<file path="config.mk">
export PLATFORM = sky130hd
export DESIGN_NAME = rotary_quad_decoder
export DESIGN_NICKNAME = d
export VERILOG_FILES = /design/src/rtl/rotary_quad_decoder.sv
export SDC_FILE = /design/constraint.sdc
export NUM_CORES = 1
export LEC_CHECK = 0
export CORE_ASPECT_RATIO = 0.5
export CORE_MARGIN = 2
export CORE_UTILIZATION = 30
export CTS_BUF_LIST = sky130_fd_sc_hd__clkbuf_4 sky130_fd_sc_hd__clkbuf_8
export DETAILED_ROUTE_END_ITERATION = 8
export PLACE_DENSITY = 0.49
export SYNTH_ARGS = -nofsm -noshare
export SYNTH_HDL_FRONTEND = slang
export SYNTH_SLANG_ARGS = --single-unit
export TNS_END_PERCENT = 5
</file>
<file path="constraint.sdc">
create_clock -name clk -period 4.3 [get_ports clk]
set_input_delay 0.86 -clock clk [delete_from_list [all_inputs] [get_ports clk]]
set_output_delay 0.86 -clock clk [all_outputs]
set_load 0.05 [all_outputs]
</file>
<file path="src/rtl/rotary_quad_decoder.sv">
// rotary_quad_decoder: front end for a mechanical rotary encoder.
// Raw A/B pins -> 2-flop synchronizer -> per-channel debounce filter ->
// quadrature decoder -> detent accumulator -> wrapping position counter.
// Outputs: step (one-cycle detent pulse), dir (held direction of last step),
// pos (wrapping count) and err (illegal-transition pulse).
// Optional feature macro: ROT_ERR_EN. When defined, a transition that
// flips both channels at once pulses err and clears the accumulator.
// When undefined, err is tied 0 and such transitions are ignored.
//
// Handshake: there is no back-pressure. step and err are single-cycle
// qualifiers with no ready; dir and pos are meaningful whenever step is 1
// and are held stable between steps.
module rotary_quad_decoder #(
  parameter int DEB_CYCLES       = 4,
  parameter int STEPS_PER_DETENT = 4,
  parameter int POS_W            = 8
) (
  input  logic             clk,
  input  logic             rst,
  input  logic             a,
  input  logic             b,
  output logic             step,
  output logic             dir,
  output logic [POS_W-1:0] pos,
  output logic             err
);

  localparam int CNT_W = (DEB_CYCLES > 1) ? $clog2(DEB_CYCLES) : 1;
  localparam int ACC_W = $clog2(STEPS_PER_DETENT + 1) + 1;
  localparam logic [CNT_W-1:0]        DEB_LAST = CNT_W'(DEB_CYCLES - 1);
  localparam logic signed [ACC_W-1:0] ACC_ONE  = ACC_W'(1);
  localparam logic signed [ACC_W-1:0] ACC_MAX  = ACC_W'(STEPS_PER_DETENT);
  localparam logic signed [ACC_W-1:0] ACC_MIN  = -ACC_MAX;

  typedef enum logic {ST_INIT, ST_RUN} state_t;

  state_t                  state;
  state_t                  state_next;
  logic [1:0]              init_cnt;
  logic                    run;
  logic                    load;

  logic                    a_meta, b_meta;
  logic [1:0]              s_vec;      // {sa, sb}
  logic [1:0]              f_vec;      // {fa, fb}
  logic [1:0]              prev;
  logic [CNT_W-1:0]        deb_cnt [2];

  logic signed [ACC_W-1:0] acc;
  logic signed [ACC_W-1:0] acc_next;
  logic [1:0]              phase_diff;
  logic                    cw, ccw, illegal;

  // Gray-code position of a channel pair along the CW sequence 00-10-11-01.
  function automatic logic [1:0] phase(input logic [1:0] ab);
    case (ab)
      2'b00:   phase = 2'd0;
      2'b10:   phase = 2'd1;
      2'b11:   phase = 2'd2;
      default: phase = 2'd3;
    endcase
  endfunction

  // Two-flop synchronizer per channel.
  always_ff @(posedge clk or posedge rst) begin
    if (rst) begin
      a_meta <= 1'b0;
      b_meta <= 1'b0;
      s_vec  <= 2'b00;
    end else begin
      a_meta <= a;
      b_meta <= b;
      s_vec  <= {a_meta, b_meta};
    end
  end

  // FSM state register plus the start-up delay counter.
  always_ff @(posedge clk or posedge rst) begin
    if (rst) begin
      state    <= ST_INIT;
      init_cnt <= 2'd0;
    end else begin
      state <= state_next;
      if (state == ST_INIT) init_cnt <= init_cnt + 2'd1;
    end
  end

  // Next state: leave INIT on its third cycle, then stay in RUN.
  always_comb begin
    state_next = state;
    if (state == ST_INIT && init_cnt == 2'd2) state_next = ST_RUN;
  end

  // FSM outputs: load captures the reference, run enables filtering/decoding.
  always_comb begin
    load = 1'b0;
    run  = 1'b0;
    case (state)
      ST_INIT: load = (init_cnt == 2'd2);
      ST_RUN:  run  = 1'b1;
      default: ;
    endcase
  end

  // Debounce: accept a new level only after it persists DEB_CYCLES clocks.
  always_ff @(posedge clk or posedge rst) begin
    if (rst) begin
      f_vec <= 2'b00;
      prev  <= 2'b00;
      for (int i = 0; i < 2; i++) deb_cnt[i] <= '0;
    end else if (load) begin
      f_vec <= s_vec;
      prev  <= s_vec;
      for (int i = 0; i < 2; i++) deb_cnt[i] <= '0;
    end else if (run) begin
      prev <= f_vec;
      for (int i = 0; i < 2; i++) begin
        if (s_vec[i] != f_vec[i]) begin
          if (deb_cnt[i] == DEB_LAST) begin
            f_vec[i]   <= s_vec[i];
            deb_cnt[i] <= '0;
          end else begin
            deb_cnt[i] <= deb_cnt[i] + CNT_W'(1);
          end
        end else begin
          deb_cnt[i] <= '0;
        end
      end
    end
  end

  // Quadrature decode of filtered state against the previous filtered state.
  always_comb begin
    phase_diff = phase(f_vec) - phase(prev);
    cw         = (phase_diff == 2'd1);
    ccw        = (phase_diff == 2'd3);
    illegal    = (phase_diff == 2'd2);
    acc_next   = acc;
    if (cw)  acc_next = acc + ACC_ONE;
    if (ccw) acc_next = acc - ACC_ONE;
  end

  // Detent accumulator, step/dir pulse generation and position counter.
  always_ff @(posedge clk or posedge rst) begin
    if (rst) begin
      acc  <= '0;
      step <= 1'b0;
      dir  <= 1'b0;
      pos  <= '0;
    end else begin
      step <= 1'b0;
      if (run) begin
        if (illegal) begin
`ifdef ROT_ERR_EN
          acc <= '0;
`endif
        end else if (acc_next == ACC_MAX) begin
          step <= 1'b1;
          dir  <= 1'b1;
          pos  <= pos + POS_W'(1);
          acc  <= '0;
        end else if (acc_next == ACC_MIN) begin
          step <= 1'b1;
          dir  <= 1'b0;
          pos  <= pos - POS_W'(1);
          acc  <= '0;
        end else begin
          acc <= acc_next;
        end
      end
    end
  end

`ifdef ROT_ERR_EN
  // Illegal-transition pulse, aligned with where a step would appear.
  always_ff @(posedge clk or posedge rst) begin
    if (rst) err <= 1'b0;
    else     err <= run && illegal;
  end
`else
  assign err = 1'b0;
`endif

endmodule

</file>
==> metrics.txt, run 1 <==
port bufs=13; Boundary Pins=15; sequential element share of the synthesized area=0.416; slowest CP cell=or4b_1; Synthesis Warnings=0; Synth Register Bits=29; GR Util met1=0.153; Max-Cap Viols=0; Slew @ Worst Pin=between 0.7 and 0.8 ns; Area Growth Syn to Fin=16.5%; FFs w/ async S/R, synth=1.00; most instantiated library cell after synthesis=dfrtp_1; R2R Setup Slk=between 0.6 and 0.7 ns; final setup fails=0; top_reg_cell synth=dfrtp_1; Final Cycle Share=0.857; Gate Count Post-Synth=between 150 and 200; Starting Density=0.315; # DRC=0; clock root cell=clkbuf_8; fin util=0.367; met3 Track Usage GR=0.0345; Netlist cell types=between 40 and 50; Startpoint Class=flop; post_cts resized=0; CP delay by family, top=simple AND/OR/NAND/NOR gates; Post-CTS Setup Repair Bufs=0; syn_nets=~180; final setup TNS=0 ns; CTS tree=done; R2R cell count=16; busiest grt layer=met2; Worst-Skew Late Latency=around 0.28 ns; num rows=19; Vias=roughly 1200; Rel. slew slack=0.500; Crit Path Class=flop to flop; TritonCTS Buffers=5; most area-consuming cells after synthesis=dfrtp_1 42%, ha_1 8.6%, xor2_1 4.0%; CP Launch Point=f_vec[1]; outcome=complete, no violations; Critical Path AT=about 3.8 ns; syn_area_per_cell=approximately 11 µm²; cell-by-cell trace of the critical path=inv_1, ha_1, ha_1, nand2b_1, or4b_1, nand4_2, xnor2_2, nor2_1, nand2_1, xor2_1, ha_1, and3_1, nand3_1, a41oi_1, xnor2_1, o21ai_0; Max Freq=about 270 MHz; Core ar.=approximately 5500 µm²; Mapped Area=1740 µm²; Die Area=roughly 6500 µm²; DRT Pass-1 Iters=4; fin nets=197; Hold Violations, Final=0; Yosys top cell area share=0.416; cts hold-fix bufs=0; Hold Path Stages=0; EDFF count, synth=0; commonest cells in the netlist=29 x dfrtp_1, 15 x nand2_1, 12 x ha_1; crit path max fanout=5; initial antenna violation count=0; post-DP HPWL=between 2000 and 2500 µm; Worst Hold Launch=a_meta; Max Slew Vio Count=0; first-pass GRT wire length=between 5000 and 6000 µm; Largest stage delay, worst path=slightly below 0.5 ns; RePlAce Congestion=0.757; worst path buffer plus inverter count=1; Crit. End Element=flop; Die H=about 58 µm; Antenna diodes=0; Worst Hold Class=flop to flop; pin count of the biggest net entering global routing=30; grt ovf=0; initial drt markers=36; Crit path top cell by count=ha_1; clock sinks=29; Avg WL per Cell=approximately 13 µm; leading area contributor after synthesis=dfrtp_1; CP Data Required Time=roughly 4.4 ns; critical path depth=16; routing usage on met2=0.183; all-layer global routing usage=0.116; RSZ-0062 raised after global routing=false; via/cell ratio=~5; clock slew at reported path FFs=0.07 ns; CTS Buffer Depth=2; r2r startpoint=f_vec[1]; Final min period=3.68 ns; clock skew=0.00621 ns; H-tree depth=2; share of cells above drive strength 1=0.137; number of global-route vias before repair=~1200; Detail Route Antenna Nets=0; die width=112 µm; Routed WL=3320 µm
==> state kept, by name (all words and copies together), names as in the netlist, 2 cells and up <==
name and count:
s_vec 2, prev 2, acc 4, init_cnt 2, f_vec 2, pos 8
deb_cnt 4
==> worst register-to-register path, stage by stage (launching register included) <==
cell and delay, ns:
dfrtp_1 0.41, inv_1 0.06, ha_1 0.27, ha_1 0.35
nand2b_1 0.17, or4b_1 0.49, nand4_2 0.15, xnor2_2 0.16
nor2_1 0.11, nand2_1 0.13, xor2_1 0.18, ha_1 0.31
and3_1 0.21, nand3_1 0.08, a41oi_1 0.25, xnor2_1 0.14
o21ai_0 0.08
==> cells in the final DEF, fill, tap and decap left out, types with 3 or more instances in the layout <==
master	synthesis	layout
nand2b_1	3	3
ha_1	12	12
nand2_1	15	15
dfrtp_1	29	29
mux2i_1	3	3
o21ai_0	11	11
nand3_1	5	5
xnor2_1	7	7
xor2_1	8	8
nor4_1	4	4
clkdlybuf4s50_1	0	13
inv_1	10	10
nor2_1	5	5
a21oi_2	3	3
clkbuf_8	0	7
nor3_1	3	3
a31oi_1	3	3
==> metrics by stage <==
stage / std cells / instance area (µm²) / setup WS (ns) / hold WS (ns)
after floorplan: 165 / 1740 / 0.824 / 0.331
after global placement: 247 / 1930 / 0.717 / 0.334
after detailed placement: 247 / 1930 / 0.664 / 0.336
after CTS: 255 / 2030 / 0.625 / 0.351
after global routing: 255 / 2030 / 0.319 / 0.358
final: 255 / 2030 / 0.615 / 0.347
==> worst paths after layout <==
| path | endpoint |
|---|---|
| min | s_vec[1] |
| min reg2reg | s_vec[1] |
| max reg2reg | pos[6] |
| max | pos[6] |
| min in group asynchronous | deb_cnt[1] |
| max in group asynchronous | acc[1] |
==> cells by family after synthesis <==
logic type,count (synthesis),synth area share
muxes,6,0.0366
and+or+nand+nor,50,0.167
buffers and inverters,17,0.0553
AOI/OAI and AO/OA,32,0.129
DFF,29,0.416
other,1,0.00215
adders and majority gates,12,0.0861
xor gates and xnor gates,18,0.108
==> final cells by class <==
cell class / count / area (µm²)
clock buffers: 7 / 96.3
well taps: 73 / 91.3
clock inverters: 1 / 5.00
flip-flops and latches: 29 / 726
repair buffers: 15 / 145
fillers: 546 / 3510
multi-input cells: 119 / 921
inverters: 11 / 46.3
==> metal layers <==
| metal | wire length (µm) | up-vias |
|---|---|---|
| met1 | 1700 | 602 |
| li1 | - | 618 |
| met5 | 0 | - |
| met2 | 1480 | 14 |
| met3 | 100 | 5 |
| met4 | 44 | 0 |
Power of run 1 is left out: the tool's default activity adds up to more than one toggle a clock period on the data nets, which glitch-free logic cannot reach.
==> run 2: changes to the inputs <==
--- a/config.mk
+++ b/config.mk
@@ -9,8 +9,10 @@
 export CORE_MARGIN = 2
 export CORE_UTILIZATION = 30
 export CTS_BUF_LIST = sky130_fd_sc_hd__clkbuf_4 sky130_fd_sc_hd__clkbuf_8
+export CTS_CLUSTER_SIZE = 20
 export DETAILED_ROUTE_END_ITERATION = 8
 export PLACE_DENSITY = 0.49
+export SLEW_MARGIN = 20
 export SYNTH_ARGS = -nofsm -noshare
 export SYNTH_HDL_FRONTEND = slang
 export SYNTH_SLANG_ARGS = --single-unit
==> results of run 2 <==
No change in the layout: final DEF, timing and power equal those of run 1.
Power of run 2 is left out for the same reason.
==> run 3: changes to the inputs <==
--- a/config.mk
+++ b/config.mk
@@ -9,6 +9,7 @@
 export CORE_MARGIN = 2
 export CORE_UTILIZATION = 30
 export CTS_BUF_LIST = sky130_fd_sc_hd__clkbuf_4 sky130_fd_sc_hd__clkbuf_8
+export CTS_CLUSTER_DIAMETER = 120
 export CTS_CLUSTER_SIZE = 20
 export DETAILED_ROUTE_END_ITERATION = 8
 export PLACE_DENSITY = 0.49
==> results of run 3 <==
No change in the layout: final DEF, timing and power equal those of run 1.
Power of run 3 is left out for the same reason.
